$ cat src/rtl/stream_downsize_if.sv
// -----------------------------------------------------------------------------
// stream_downsize_if
//   Bundles both handshakes of the stream downsizer.
//   Wide side  : s_data_i[lane], s_keep_i, s_last_i, s_valid_i -> s_ready_o
//   Narrow side: m_data_o, m_last_o, m_valid_o                 <- m_ready_i
//   modport slave  : the downsizer's view (consumes wide beats, drives words)
//   modport master : the surrounding logic's view (producer plus consumer)
// -----------------------------------------------------------------------------
interface stream_downsize_if #(
  parameter int T_DATA_WIDTH = 1,
  parameter int T_DATA_RATIO = 2
);
  logic [T_DATA_WIDTH-1:0] s_data_i [T_DATA_RATIO];
  logic [T_DATA_RATIO-1:0] s_keep_i;
  logic                    s_last_i;
  logic                    s_valid_i;
  logic                    s_ready_o;
  logic [T_DATA_WIDTH-1:0] m_data_o;
  logic                    m_last_o;
  logic                    m_valid_o;
  logic                    m_ready_i;

  modport slave (
    input  s_data_i, s_keep_i, s_last_i, s_valid_i, m_ready_i,
    output s_ready_o, m_data_o, m_last_o, m_valid_o
  );

  modport master (
    output s_data_i, s_keep_i, s_last_i, s_valid_i, m_ready_i,
    input  s_ready_o, m_data_o, m_last_o, m_valid_o
  );
endinterface

$ cat src/rtl/stream_downsize.sv
// -----------------------------------------------------------------------------
// stream_downsize
//   Captures one wide keep-qualified beat of T_DATA_RATIO lanes and emits the
//   kept lanes one word per cycle, lowest lane first. Lanes with keep=0 are
//   skipped; m_last_o marks the final kept word of a last beat.
//   Ports:
//     clk   : clock, rising edge
//     rst_n : asynchronous active-low reset
//     bus   : stream_downsize_if.slave (wide slave side + narrow master side)
//   s_ready_o depends combinationally on m_ready_i so a new beat loads in the
//   same cycle the previous beat's final word leaves; the consumer must not
//   derive m_ready_i from s_ready_o.
// -----------------------------------------------------------------------------
module stream_downsize #(
  parameter int T_DATA_WIDTH = 1,
  parameter int T_DATA_RATIO = 2
) (
  input  logic              clk,
  input  logic              rst_n,
  stream_downsize_if.slave  bus
);
  localparam int SEL_W = (T_DATA_RATIO > 1) ? $clog2(T_DATA_RATIO) : 1;

  // State is not stored separately: it is fully implied by the remaining mask.
  typedef enum logic {EMPTY, DRAIN} state_e;

  logic [T_DATA_WIDTH-1:0] hold_data_q [T_DATA_RATIO];
  logic [T_DATA_WIDTH-1:0] hold_data_d [T_DATA_RATIO];
  logic [T_DATA_RATIO-1:0] rem_q, rem_d;
  logic                    hold_last_q, hold_last_d;

  state_e                  state;
  logic [SEL_W-1:0]        sel;
  logic                    rem_onehot;
  logic                    s_hs;
  logic                    m_hs;

  assign state = (rem_q == '0) ? EMPTY : DRAIN;

  // Priority encoder: lowest set bit of rem wins (scan from the top down so
  // the last assignment is the lowest index).
  always_comb begin
    sel = '0;
    for (int i = T_DATA_RATIO - 1; i >= 0; i--) begin
      if (rem_q[i]) sel = SEL_W'(i);
    end
  end

  assign rem_onehot = (state == DRAIN) &&
                      ((rem_q & (rem_q - T_DATA_RATIO'(1))) == '0);

  assign bus.m_valid_o = (state == DRAIN);
  assign bus.m_data_o  = (state == DRAIN) ? hold_data_q[sel] : '0;
  assign bus.m_last_o  = hold_last_q && rem_onehot;
  assign bus.s_ready_o = rst_n && ((state == EMPTY) || (bus.m_ready_i && rem_onehot));

  assign s_hs = bus.s_valid_i && bus.s_ready_o;
  assign m_hs = bus.m_valid_o && bus.m_ready_i;

  // NOTE: every variable gets its hold value first, so no path leaves it
  // unassigned and no latch is inferred.
  always_comb begin
    hold_data_d = hold_data_q;
    rem_d       = rem_q;
    hold_last_d = hold_last_q;
    if (s_hs) begin
      // A load replaces the mask outright, which also retires the word that
      // leaves in this same cycle.
      hold_data_d = bus.s_data_i;
      rem_d       = bus.s_keep_i;
      hold_last_d = bus.s_last_i;
    end else if (m_hs) begin
      rem_d[sel] = 1'b0;
    end
  end

  // NOTE: the holding array is reset along with the control state so that
  // nothing from before a reset can ever reach m_data_o afterwards.
  // NOTE: state registers use non-blocking assignments so every flop samples
  // the pre-edge values of the others.
  always_ff @(posedge clk or negedge rst_n) begin
    if (!rst_n) begin
      for (int i = 0; i < T_DATA_RATIO; i++) hold_data_q[i] <= '0;
      rem_q       <= '0;
      hold_last_q <= 1'b0;
    end else begin
      hold_data_q <= hold_data_d;
      rem_q       <= rem_d;
      hold_last_q <= hold_last_d;
    end
  end
endmodule

$ cat src/flat_wrapper.sv
// flat-port wrapper written by rule: the top's interface ports become plain ports
module stream_downsize_flat 
#(
  parameter int T_DATA_WIDTH = 1,
  parameter int T_DATA_RATIO = 2
)
  (clk, rst_n, bus_s_data_i, bus_s_keep_i, bus_s_last_i, bus_s_valid_i, bus_m_ready_i, bus_s_ready_o, bus_m_data_o, bus_m_last_o, bus_m_valid_o);
  stream_downsize_if #(.T_DATA_WIDTH(T_DATA_WIDTH), .T_DATA_RATIO(T_DATA_RATIO)) bus_i ();
  input  logic clk;
  input  logic rst_n;
  input wire logic [$bits(bus_i.s_data_i)-1:0] bus_s_data_i;
  input wire logic [$bits(bus_i.s_keep_i)-1:0] bus_s_keep_i;
  input wire logic [$bits(bus_i.s_last_i)-1:0] bus_s_last_i;
  input wire logic [$bits(bus_i.s_valid_i)-1:0] bus_s_valid_i;
  input wire logic [$bits(bus_i.m_ready_i)-1:0] bus_m_ready_i;
  output wire logic [$bits(bus_i.s_ready_o)-1:0] bus_s_ready_o;
  output wire logic [$bits(bus_i.m_data_o)-1:0] bus_m_data_o;
  output wire logic [$bits(bus_i.m_last_o)-1:0] bus_m_last_o;
  output wire logic [$bits(bus_i.m_valid_o)-1:0] bus_m_valid_o;
  assign bus_i.s_data_i = {>>{bus_s_data_i}};
  assign bus_i.s_keep_i = bus_s_keep_i;
  assign bus_i.s_last_i = bus_s_last_i;
  assign bus_i.s_valid_i = bus_s_valid_i;
  assign bus_i.m_ready_i = bus_m_ready_i;
  assign bus_s_ready_o = bus_i.s_ready_o;
  assign bus_m_data_o = bus_i.m_data_o;
  assign bus_m_last_o = bus_i.m_last_o;
  assign bus_m_valid_o = bus_i.m_valid_o;
  stream_downsize #(.T_DATA_WIDTH(T_DATA_WIDTH), .T_DATA_RATIO(T_DATA_RATIO)) u_core (.clk(clk), .rst_n(rst_n), .bus(bus_i));
endmodule
$ cat config.mk
export PLATFORM = sky130hd
export DESIGN_NAME = stream_downsize_flat
export DESIGN_NICKNAME = d
export VERILOG_FILES = /design/src/rtl/stream_downsize_if.sv /design/src/rtl/stream_downsize.sv /design/src/flat_wrapper.sv
export SDC_FILE = /design/constraint.sdc
export NUM_CORES = 1
export LEC_CHECK = 0
export BUFFER_PORTS_ARGS = -buffer_cell sky130_fd_sc_hd__buf_2
export CAP_MARGIN = 20
export CORE_AREA = 2 2 39 41
export CTS_BUF_LIST = sky130_fd_sc_hd__clkbuf_2
export CTS_CLUSTER_SIZE = 24
export DETAILED_ROUTE_END_ITERATION = 10
export DIE_AREA = 0 0 41 43
export SETUP_SLACK_MARGIN = 0.1
export SLEW_MARGIN = 20
export SYNTH_ARGS = -nofsm -noshare
export SYNTH_HDL_FRONTEND = slang
export SYNTH_SLANG_ARGS = --single-unit
$ cat constraint.sdc
create_clock -name clk -period 1.4 [get_ports clk]
set_input_delay 0.28 -clock clk [delete_from_list [all_inputs] [get_ports clk]]
set_output_delay 0.28 -clock clk [all_outputs]
set_load 0.01 [all_outputs]
==> reports/metrics.yaml <==
outcome: "finished, violations left"
violations: "setup timing"
syn_nets: 39
post-place-ws_ns: -0.0212
p_int_uw: 835
hold_viol: 0
yosysWarnings: 0
netlist_area_um2: 302
fin_skew_ns: 0.00357
slew_violations: 0
die-area_um2: 1760
clkPwrFrac_pct: 10.5
synth-edff-count: 0
core_area_um2: 1380
p_leak_uw: 0.000278
synth_ff_type: "dfrtp_1"
drc: 0
synthCells: 27
die_h_um: 43
slew_headroom_pct: 83.3
crit_path_max_fanout: 3
antenna_cells: 0
grt_pass1_vias: 310
portBuffers: 12
place.gp.congestion: 0.642
start_kind: "flip-flop"
yosysSeqAreaShare_pct: 41.5
drt_iter0_markers: 1
async_flop_share_pct: 100
grt_max_degree: 6
wl_per_cell_um: 10.3
fp.dieW_um: 41
grt-ovfl-total: 0
setup_viol: 8
place_inst: 59
drt_pass1_iterations: 4
p_comb_share_pct: 69.2
clk_latency_ns: 0.21
path_cells: "inv_2, ha_4, a21oi_4, nor2b_1, buf_2"
vias: 268
synth_top_cell_area_share_pct: 41.5
vias_per_cell: 4.00
maxCapViolCount: 0
fin_nets: 64
swShare_pct: 34.6
clk_pin_slew_worst_paths_ns: 0.06
fin_crit_ns: 1.53
final_cell_count_no_fill: 67
p_seq_share_pct: 20.4
setup_tns_ns: -0.845
p_total_uw: 1280
critPathRequiredTime_ns: 1.12
crit_type: "flip-flop to output pin"
post_dp_cell_area_um2: 459
critPathArrivalTime_ns: 1.25
wl_um: 692
yosys.area.top_type: "dfrtp_1"
grt_pass1_wl_um: 1210
cts_tree: "done"
grtUsageTotal_pct: 10.6
tightest_slew_ns: 0.250
io_pins: 13
hpwl_um: 497
cts_buffers: 3
antenna_found_initial: 0
hp-class: "input pin to flip-flop"
layout_setup_ws_ns: -0.125
worst_path_max_delay_cell: "dfrtp_1"
cpPeakStageDelay_ns: 0.39
grt_setup_unrepaired: "true"
cp-end-kind: "output pin"
p_sw_uw: 441
syn2layout_area_growth_pct: 82.6
cts_buffer_depth: 2
htreeDepth: 1
core.rowCount: 14
synth.avg_cell_area_um2: 11.2
drive_above_1_share_pct: 74.5
ys_types: 12
fmax_mhz: 656
ys_ff_latch: 5
ir_drop_mv: 1.05
drtAntennaViolNets: 0
synth_commonest_cells: "dfrtp_1 (5), mux2_2 (5), inv_1 (4)"
fin_crit_sh_pct: 109
final_area_um2: 551
synth.area.top_cells: "dfrtp_1 (41%), mux2_2 (19%), ha_1 (12%)"
cts_root_buf: "clkbuf_2"
clock_sinks: 5
initial_core_util_pct: 21.8
powerDensity_nw_per_um2: 2320
## final timing paths
check,startpoint,to,slack (ns),cells after the start
max,u_core.rem_q[0]$_DFFE_PN0P_,bus_s_ready_o,-0.13,5
min,bus_s_last_i,u_core.hold_last_q$_DFFE_PN0P_,0.30,2
max reg2reg,u_core.rem_q[0]$_DFFE_PN0P_,u_core.hold_data_q[1]$_DFFE_PN0P_,-0.11,6
min reg2reg,u_core.hold_data_q[1]$_DFFE_PN0P_,u_core.hold_data_q[1]$_DFFE_PN0P_,0.51,1
max in group asynchronous,rst_n,u_core.hold_last_q$_DFFE_PN0P_,0.64,3
min in group asynchronous,rst_n,u_core.rem_q[0]$_DFFE_PN0P_,0.56,3
## worst max-delay path: cells and delay by family (launching register included)
kind / cells / cell delay, ns
fa+ha+maj: 1 / 0.22
buf+inv: 2 / 0.24
simple gates: 1 / 0.06
compound gates: 1 / 0.12
flops: 1 / 0.39
## power by group through the flow
stage | registers, uW | logic (uW) | clock network (uW)
2_1_floorplan | 254 | 465 | 0
3_3_place_gp | 256 | 653 | 0
3_5_place_dp | 257 | 658 | 0
4_1_cts | 261 | 841 | 141
5_1_grt | 270 | 960 | 150
6_report | 260 | 883 | 133
## timing repair
action | CTS | global route
setup buffers | 3 | 0
hold buffers | 1 | 0
pin swaps | 3 | 4
setup endpoints to repair | 9 | 9
gates resized for setup | 7 | 2
hold endpoints to repair | 5 | 0
## logic make-up after synthesis
kind of cell,synth area share (%)
mux,27.0
simple gates,10.8
flops,41.5
buf+inv,4.98
fa+ha+maj,12.4
compound gates,3.32
## layout make-up
cell class                      instances  area, um2
Tap cell                               16       20.0
Inverter                                4       15.0
Fill cell                             153        833
Sequential cell                         5        125
Timing Repair Buffer                   20        139
Clock buffer                            4       20.0
Multi-Input combinational cell         18        231
## metal layers
metal  global-route usage [%]  part of all wire (%)
met1                     10.8                    40
met2                     16.9                    55
met3                     4.71                   4.8
met4                     6.00                     0
met5                        0                     0
## flip-flops by register name, indices dropped and copies added (netlist names)
name	cells
u_core.rem_q	2
u_core.hold_last_q	1
u_core.hold_data_q	2
## layout by cell type (no fill, tap or decap)
cell type	instances
dlygate4sd3_1	1
mux2_4	6
nor2b_1	1
inv_1	1
a21oi_1	1
and2_4	1
nor2_4	1
nor2b_4	1
a21oi_4	1
nor2_1	1
ha_4	2
dfrtp_1	5
ha_1	1
inv_2	3
buf_4	6
clkbuf_2	4
buf_6	3
buf_2	10
mux2i_1	1
nand2_1	1
## stage by stage
stage	util, %	hold WS, ns
after floorplan	-	-0.0156
after detailed placement	33.2	0.196
after global routing	39.8	0.281
after CTS	39.2	0.278
after global placement	33.2	0.203
final	39.8	0.296
No activity file was read; power rests on OpenSTA's default activity.
